`config.mk`:
```
export PLATFORM = sky130hd
export DESIGN_NAME = carrier_cfg_sched_flat
export DESIGN_NICKNAME = d
export VERILOG_FILES = /design/src/rtl/pwm_pkg.sv /design/src/rtl/carrier_cfg_sched_if.sv /design/src/rtl/carrier_cfg_slot.sv /design/src/rtl/carrier_cfg_sched.sv /design/src/flat_wrapper.sv
export SDC_FILE = /design/constraint.sdc
export NUM_CORES = 1
export LEC_CHECK = 0
export CORE_MARGIN = 1.5
export CORE_UTILIZATION = 50
export CTS_CLUSTER_SIZE = 20
export DETAILED_ROUTE_END_ITERATION = 7
export GPL_TIMING_DRIVEN = 0
export PLACE_DENSITY = 0.81
export SETUP_SLACK_MARGIN = 0.4
export SLEW_MARGIN = 20
export SYNTH_ARGS = -nofsm -noshare
export SYNTH_HDL_FRONTEND = slang
export SYNTH_SLANG_ARGS = --single-unit
```
`constraint.sdc`:
```
create_clock -name clk -period 10.45 [get_ports clk]
set_input_delay 1.5675 -clock clk [delete_from_list [all_inputs] [get_ports clk]]
set_output_delay 1.5675 -clock clk [all_outputs]
set_load 0.03 [all_outputs]
```
`src/rtl/pwm_pkg.sv`:
```
// Shared PWM types: carrier modes, scheduler states and the per-channel
// configuration record used by the carrier configuration scheduler.
package pwm_pkg;

    localparam int CARR_W = 16;

    typedef enum logic [1:0] {
        COUNT_UPDOWN = 2'd0,
        COUNT_UP     = 2'd1,
        COUNT_DOWN   = 2'd2
    } _count_mode;

    typedef enum logic [1:0] {
        NO_MASK     = 2'd0,
        MASK_ZERO   = 2'd1,
        MASK_PERIOD = 2'd2,
        MASK_BOTH   = 2'd3
    } _mask_mode;

    typedef enum logic [1:0] {
        IDLE     = 2'd0,
        SYNC     = 2'd1,
        RUN      = 2'd2,
        STOPPING = 2'd3
    } _sched_state;

    typedef struct packed {
        logic [CARR_W-1:0] period;
        logic [CARR_W-1:0] init;
        _count_mode        count_mode;
        _mask_mode         mask_mode;
    } _carr_cfg;

    localparam _carr_cfg CFG_RESET = '{
        period:     '0,
        init:       '0,
        count_mode: COUNT_UPDOWN,
        mask_mode:  NO_MASK
    };

endpackage

```
`src/rtl/carrier_cfg_sched_if.sv`:
```
// Configuration write port of the carrier scheduler: one valid/ready
// transaction carries a full channel configuration.
interface carrier_cfg_sched_if #(
    parameter int N_CH = 4,
    parameter int W    = 16
) ();
    import pwm_pkg::*;

    localparam int CHW = (N_CH > 1) ? $clog2(N_CH) : 1;

    logic             valid;
    logic             ready;
    logic [CHW-1:0]   ch;
    logic [W-1:0]     period;
    logic [W-1:0]     init;
    _count_mode       count_mode;
    _mask_mode        mask_mode;
    logic             immediate;

    modport master (
        output valid, ch, period, init, count_mode, mask_mode, immediate,
        input  ready
    );

    modport slave (
        input  valid, ch, period, init, count_mode, mask_mode, immediate,
        output ready
    );

endinterface

```
`src/rtl/carrier_cfg_slot.sv`:
```
// One carrier channel: shadow and active configuration, pending/stopped
// flags, boundary commit and the delayed reload pulse of immediate writes.
module carrier_cfg_slot
    import pwm_pkg::*;
(
    input  logic              clk,
    input  logic              reset,
    input  _sched_state       state,
    input  logic              we,
    input  logic              wr_imm,
    input  _carr_cfg          wr_cfg,
    input  logic              mask_event,
    input  logic              clr_stopped,
    output logic [CARR_W-1:0] period_out,
    output logic [CARR_W-1:0] init_out,
    output _count_mode        count_mode_out,
    output _mask_mode         mask_mode_out,
    output logic              carr_reset,
    output logic              pending,
    output logic              stopped
);

    _carr_cfg shadow;
    _carr_cfg act;
    logic     imm_p0;
    logic     imm_p1;

    // Shadow/active update: idle writes land directly, run writes wait for the
    // channel boundary unless immediate, stopping commits then parks the channel.
    always_ff @(posedge clk or posedge reset) begin
        if (reset) begin
            shadow  <= CFG_RESET;
            act     <= CFG_RESET;
            pending <= 1'b0;
            stopped <= 1'b0;
            imm_p0  <= 1'b0;
            imm_p1  <= 1'b0;
        end else begin
            imm_p0 <= 1'b0;
            imm_p1 <= imm_p0;
            if (clr_stopped) begin
                stopped <= 1'b0;
            end
            unique case (state)
                IDLE: begin
                    if (we) begin
                        act <= wr_cfg;
                    end
                end
                SYNC: begin
                    if (pending) begin
                        act     <= shadow;
                        pending <= 1'b0;
                    end
                end
                RUN: begin
                    // A write is only accepted with pending clear, so an event in
                    // the accept cycle has nothing to commit and the write waits.
                    if (we) begin
                        if (wr_imm) begin
                            act    <= wr_cfg;
                            imm_p0 <= 1'b1;
                        end else begin
                            shadow  <= wr_cfg;
                            pending <= 1'b1;
                        end
                    end else if (pending && mask_event) begin
                        act     <= shadow;
                        pending <= 1'b0;
                    end
                end
                STOPPING: begin
                    if (mask_event && !stopped) begin
                        if (pending) begin
                            act     <= shadow;
                            pending <= 1'b0;
                        end
                        stopped <= 1'b1;
                    end
                end
                default: ;
            endcase
        end
    end

    // Carriers hold while idle or once parked; reload on sync or after an immediate write.
    always_comb begin
        period_out     = (state == IDLE || stopped) ? '0 : act.period;
        init_out       = act.init;
        count_mode_out = act.count_mode;
        mask_mode_out  = act.mask_mode;
        carr_reset     = (state == SYNC) | imm_p1;
    end

endmodule

```
`src/rtl/carrier_cfg_sched.sv`:
```
// Carrier configuration scheduler: global start/stop sequencing, write
// acceptance and per-channel dispatch into N_CH configuration slots.
module carrier_cfg_sched
    import pwm_pkg::*;
#(
    parameter int N_CH = 4,
    parameter int W    = CARR_W,
    parameter int CHW  = (N_CH > 1) ? $clog2(N_CH) : 1
) (
    input  logic                   clk,
    input  logic                   reset,
    carrier_cfg_sched_if.slave     cfg,
    input  logic                   start,
    input  logic                   stop,
    input  logic [N_CH-1:0]        mask_event_in,
    output logic [N_CH*W-1:0]      period_o,
    output logic [N_CH*W-1:0]      init_o,
    output _count_mode [N_CH-1:0]  count_mode_o,
    output _mask_mode  [N_CH-1:0]  mask_mode_o,
    output logic [N_CH-1:0]        carr_reset_o,
    output logic [N_CH-1:0]        pending_o,
    output logic                   run_o
);

    localparam int N_SLOT = 1 << CHW;

    _sched_state       state;
    logic [N_CH-1:0]   stopped;
    logic [N_SLOT-1:0] pend_ext;
    logic              accept;
    logic              clr_stopped;
    _carr_cfg          wr_cfg;

    // Global sequencer: start wins in IDLE, stop wins in RUN, STOPPING drains per channel.
    always_ff @(posedge clk or posedge reset) begin
        if (reset) begin
            state <= IDLE;
        end else begin
            unique case (state)
                IDLE:     if (start) state <= SYNC;
                SYNC:     state <= RUN;
                RUN:      if (stop) state <= STOPPING;
                STOPPING: if (&stopped) state <= IDLE;
                default:  state <= IDLE;
            endcase
        end
    end

    // Ready decode and write demux; out-of-range channels accept and match no slot.
    always_comb begin
        pend_ext             = '0;
        pend_ext[N_CH-1:0]   = pending_o;
        cfg.ready            = (state == IDLE) || (state == RUN && !pend_ext[cfg.ch]);
        accept               = cfg.valid && cfg.ready;
        clr_stopped          = (state == STOPPING) && (&stopped);
        run_o                = (state != IDLE);
        wr_cfg.period        = cfg.period;
        wr_cfg.init          = cfg.init;
        wr_cfg.count_mode    = cfg.count_mode;
        wr_cfg.mask_mode     = cfg.mask_mode;
    end

    for (genvar i = 0; i < N_CH; i++) begin : g_slot
        logic [CARR_W-1:0] slot_period;
        logic [CARR_W-1:0] slot_init;

        carrier_cfg_slot u_slot (
            .clk            (clk),
            .reset          (reset),
            .state          (state),
            .we             (accept && (cfg.ch == CHW'(i))),
            .wr_imm         (cfg.immediate),
            .wr_cfg         (wr_cfg),
            .mask_event     (mask_event_in[i]),
            .clr_stopped    (clr_stopped),
            .period_out     (slot_period),
            .init_out       (slot_init),
            .count_mode_out (count_mode_o[i]),
            .mask_mode_out  (mask_mode_o[i]),
            .carr_reset     (carr_reset_o[i]),
            .pending        (pending_o[i]),
            .stopped        (stopped[i])
        );

        assign period_o[i*W +: W] = slot_period;
        assign init_o[i*W +: W]   = slot_init;
    end

endmodule

```
`src/flat_wrapper.sv`:
```
// flat-port wrapper written by rule: the top's interface ports become plain ports
module carrier_cfg_sched_flat import pwm_pkg::*;
#(
    parameter int N_CH = 4,
    parameter int W    = CARR_W,
    parameter int CHW  = (N_CH > 1) ? $clog2(N_CH) : 1
)
  (clk, reset, start, stop, mask_event_in, period_o, init_o, count_mode_o, mask_mode_o, carr_reset_o, pending_o, run_o, cfg_valid, cfg_ch, cfg_period, cfg_init, cfg_count_mode, cfg_mask_mode, cfg_immediate, cfg_ready);
  carrier_cfg_sched_if #(.N_CH(N_CH), .W(W)) cfg_i ();
  input  logic clk;
  input  logic reset;
  input  logic start;
  input  logic stop;
  input  logic [N_CH-1:0] mask_event_in;
  output logic [N_CH*W-1:0] period_o;
  output logic [N_CH*W-1:0] init_o;
  output _count_mode [N_CH-1:0] count_mode_o;
  output _mask_mode  [N_CH-1:0] mask_mode_o;
  output logic [N_CH-1:0] carr_reset_o;
  output logic [N_CH-1:0] pending_o;
  output logic run_o;
  input wire logic [$bits(cfg_i.valid)-1:0] cfg_valid;
  input wire logic [$bits(cfg_i.ch)-1:0] cfg_ch;
  input wire logic [$bits(cfg_i.period)-1:0] cfg_period;
  input wire logic [$bits(cfg_i.init)-1:0] cfg_init;
  input wire logic [$bits(cfg_i.count_mode)-1:0] cfg_count_mode;
  input wire logic [$bits(cfg_i.mask_mode)-1:0] cfg_mask_mode;
  input wire logic [$bits(cfg_i.immediate)-1:0] cfg_immediate;
  output wire logic [$bits(cfg_i.ready)-1:0] cfg_ready;
  assign cfg_i.valid = cfg_valid;
  assign cfg_i.ch = cfg_ch;
  assign cfg_i.period = cfg_period;
  assign cfg_i.init = cfg_init;
  assign cfg_i.count_mode = cfg_count_mode;
  assign cfg_i.mask_mode = cfg_mask_mode;
  assign cfg_i.immediate = cfg_immediate;
  assign cfg_ready = cfg_i.ready;
  carrier_cfg_sched #(.N_CH(N_CH), .W(W), .CHW(CHW)) u_core (.clk(clk), .reset(reset), .cfg(cfg_i), .start(start), .stop(stop), .mask_event_in(mask_event_in), .period_o(period_o), .init_o(init_o), .count_mode_o(count_mode_o), .mask_mode_o(mask_mode_o), .carr_reset_o(carr_reset_o), .pending_o(pending_o), .run_o(run_o));
endmodule
```
==> impl_metrics.py <==
metrics = {
    "pwr": {
        "intPower_uw": 3680,
        "seq_power_share_pct": 31.4,
        "combPwrFrac_pct": 47.9,
        "p_per_area_nw_per_um2": 334,
        "p_leak_uw": 0.00828,
        "swShare_pct": 38.8,
        "power_frac_clock_pct": 20.7,
        "p_total_uw": 6020,
        "ir_worst_vdd_uv": 175,
        "p_sw_uw": 2330,
    },
    "synthesis": {
        "synth_edf_count": 0,
        "synth.most_common_cell": "dfrtp_1",
        "synth_cells": 1175,
        "synthAdderAreaFrac_pct": 0.351,
        "yosys.area.top_type": "dfrtp_1",
        "synthSimpleGateAreaFrac_pct": 7.38,
        "synthesis.area_um2": 14300,
        "yosys.cell_types.count": 45,
        "synthXorXnorAreaFrac_pct": 0,
        "async_flop_share_pct": 100,
        "synth_top_family_by_area": "multiplexers",
        "synth-main-ff-cell": "dfrtp_1",
        "synthTopCellsByCount": "dfrtp_1, mux2_2, buf_4",
        "syn-num-nets": 1227,
        "synth_compound_area_share_pct": 13.1,
        "synth_seq_area_share_pct": 53.7,
        "synth.area.top_cells": "dfrtp_1, mux2_2, buf_4",
        "yosys.area.top_type_share_pct": 53.7,
        "synth_warnings": 0,
        "ys_ff_latch": 306,
        "synth.mux.area_fraction_pct": 18.2,
        "synth_area_per_cell_um2": 12.1,
    },
    "sta": {
        "fin_skew_ns": 0.00942,
        "fmax_mhz": 181,
        "finalSetupViolCount": 0,
        "hold_viol": 0,
        "setup_tns_ns": 0,
        "period_minus_slack_ns": 5.53,
        "slew_headroom_pct": 23.4,
        "rsz0062_at_grt": "no",
        "drv_slew": 0,
        "min_period_over_period_pct": 52.9,
        "worst_slew_pin_slew_ns": 1.15,
    },
    "clock_network": {
        "cts_root_buf": "clkbuf_16",
        "path_clk_slew_ns": 0.06,
        "hold_buffers": 0,
        "cts_tree": "built",
        "clk_path_buf_depth": 3,
        "clock_sinks": 306,
        "cts_resized": 0,
        "post-cts-setup-buffers": 0,
        "ctsHtreeMaxLevel": 1,
        "cts_made_buffers": 31,
        "clock_latency_ns": 0.56,
    },
    "drt": {
        "route.met2.wl_um": 18500,
        "dr_wl_met3_um": 2000,
        "wl_per_cell_um": 20.9,
        "finalWirelength_um": 37900,
        "drt_iter0_markers": 762,
        "drc": 0,
        "vias": 10200,
        "dr.max_layer_used": "met4",
        "ant_nets": 0,
        "routed_via_density": 5.64,
        "routedLengthMet1_um": 16500,
        "first_pass_iters": 5,
    },
    "placement": {
        "io_buffers": 199,
        "placed_area_um2": 16800,
        "dp.final_hpwl_um": 26600,
        "gp_congestion": 0.868,
    },
    "setup_path": {
        "worstSetupPathType": "flip-flop to output pin",
        "required_ns": 8.88,
        "cp_cell_sequence": "inv_1 > ha_1 > buf_2 > buf_1 > nor2_1 > clkbuf_1 > and2_1 > clkdlybuf4s50_1",
        "crit_path_top_delay_cell": "nor2_1",
        "start_kind": "flip-flop",
        "max_stage_delay_ns": 0.79,
        "worstPathMaxFanout": 10,
        "rr_worst_depth": 9,
        "rrSetupSlack_ns": 6.97,
        "critPathCaptureType": "output pin",
        "crit_arrival_ns": 3.96,
    },
    "global_routing": {
        "grt-ovfl-total": 0,
        "grt_pass1_wl_um": 58300,
        "antenna_found_initial": 0,
        "grtUsageTotal_pct": 25.9,
        "grt_max_degree": 100,
        "grt_pass1_vias": 10300,
    },
    "floorplan": {
        "core_um2": 27900,
        "io_pins": 202,
        "start_util_pct": 51.0,
        "die_w_um": 172,
        "die_area_um2": 29500,
        "rows": 61,
        "fp.dieH_um": 172,
    },
    "final_layout": {
        "area_growth_pct": 26.3,
        "drive_above_1_share_pct": 27.8,
        "antenna_cells": 0,
        "final_area_um2": 18000,
        "postLayoutCoreUtil_pct": 64.4,
        "num-nets-final": 1462,
    },
    "run_status": {
        "status": "complete, no violations",
    },
    "job": {
        "drv_cap": 0,
    },
    "worst_hold_path": {
        "min_path_cells": 0,
        "hold_class": "flip-flop to flip-flop",
    },
}
## path summary, 6_finish.rpt
kind                                                                from                                          endpoint
worst max-delay path                         u_core.state[0]$_DFFE_PP0P_                                      period_o[39]
worst min-delay path            u_core.g_slot[1].u_slot.imm_p0$_DFF_PP0_          u_core.g_slot[1].u_slot.imm_p1$_DFF_PP0_
worst max register to register               u_core.state[0]$_DFFE_PP0P_       u_core.g_slot[1].u_slot.act[33]$_DFFE_PP0P_
worst min register to register  u_core.g_slot[1].u_slot.imm_p0$_DFF_PP0_          u_core.g_slot[1].u_slot.imm_p1$_DFF_PP0_
max in group asynchronous                                          reset  u_core.g_slot[1].u_slot.init_out[11]$_DFFE_PP0P_
min in group asynchronous                                          reset          u_core.g_slot[1].u_slot.imm_p0$_DFF_PP0_
## metal layers
metal | up-vias | global-route usage (%)
met1 | 5235 | 35.5
met2 | 334 | 43.2
met4 | 0 | 7.18
li1 | 4586 | -
met3 | 56 | 3.69
met5 | - | 0
## flip-flops by register name, summed over array words and instances (netlist names)
register / flops
u_core.g_slot.u_slot.stopped: 4
u_core.state: 2
u_core.g_slot.u_slot.imm_p1: 4
u_core.g_slot.u_slot.imm_p0: 4
u_core.g_slot.u_slot.init_out: 64
u_core.g_slot.u_slot.pending: 4
u_core.g_slot.u_slot.mask_mode_out: 8
u_core.g_slot.u_slot.act: 64
u_core.g_slot.u_slot.count_mode_out: 8
u_core.g_slot.u_slot.shadow: 144
## metrics by stage
| stage | worst slack [ns] | hold WS, ns | instances |
|---|---|---|---|
| after floorplan | 0.423 | 0.331 | 1175 |
| after global placement | -2.98 | 0.332 | 1752 |
| after detailed placement | 5.20 | 0.335 | 1755 |
| after CTS | 4.93 | 0.348 | 1812 |
| after global routing | 4.78 | 0.355 | 1812 |
| final | 4.92 | 0.347 | 1812 |
## cell families (layout without fill, tap and decap cells)
family	after synthesis	after routing
fa+ha+maj	4	4
flops	306	306
simple gates	207	207
buf+inv	174	433
compound gates	264	264
mux	220	220
## power by group through the flow
| stage | registers (µW) | clock network, µW | logic, µW |
|---|---|---|---|
| global route | 1930 | 1310 | 3100 |
| detailed placement | 1900 | 0 | 2860 |
| global placement | 1880 | 0 | 2770 |
| finish | 1890 | 1250 | 2880 |
| floorplan | 1820 | 0 | 1990 |
| CTS | 1880 | 1260 | 2880 |
## worst max-delay path, delay by kind of cell, from the launching register on
kind / cells / cell delay (ns)
flops: 1 / 0.42
buf+inv: 5 / 1.71
simple gates: 2 / 0.97
fa+ha+maj: 1 / 0.29
## cell type report
type                       count  area [µm²]
fill                        2123        9940
sequential                   306        7660
multi-input combinational    695        5590
timing repair buffer         202        2070
buffer                       163         998
clock buffer                  38         842
tap                          378         473
clock inverter                19         317
inverter                      11        48.8
## cells in the final DEF, fill, tap and decap left out, drive strengths merged, types with 2 or more instances in the layout
cell type / instances
bufinv: 8
or2: 6
clkinv: 5
clkdlybuf4s50: 199
mux2: 218
clkinvlp: 4
o31ai: 5
a211oi: 2
inv: 13
ha: 4
a32o: 2
a21oi: 15
o22a: 3
and2: 68
or3: 2
a22o: 71
nor2b: 3
buf: 113
nand2b: 3
nor3: 7
o2111ai: 2
clkbuf: 91
dfrtp: 306
nand3b: 2
nor4b: 2
nor2: 19
mux2i: 2
a22oi: 72
o41ai: 2
nand3: 4
nand2: 89
o21ai: 82
(Power assumes the default switching activity.)
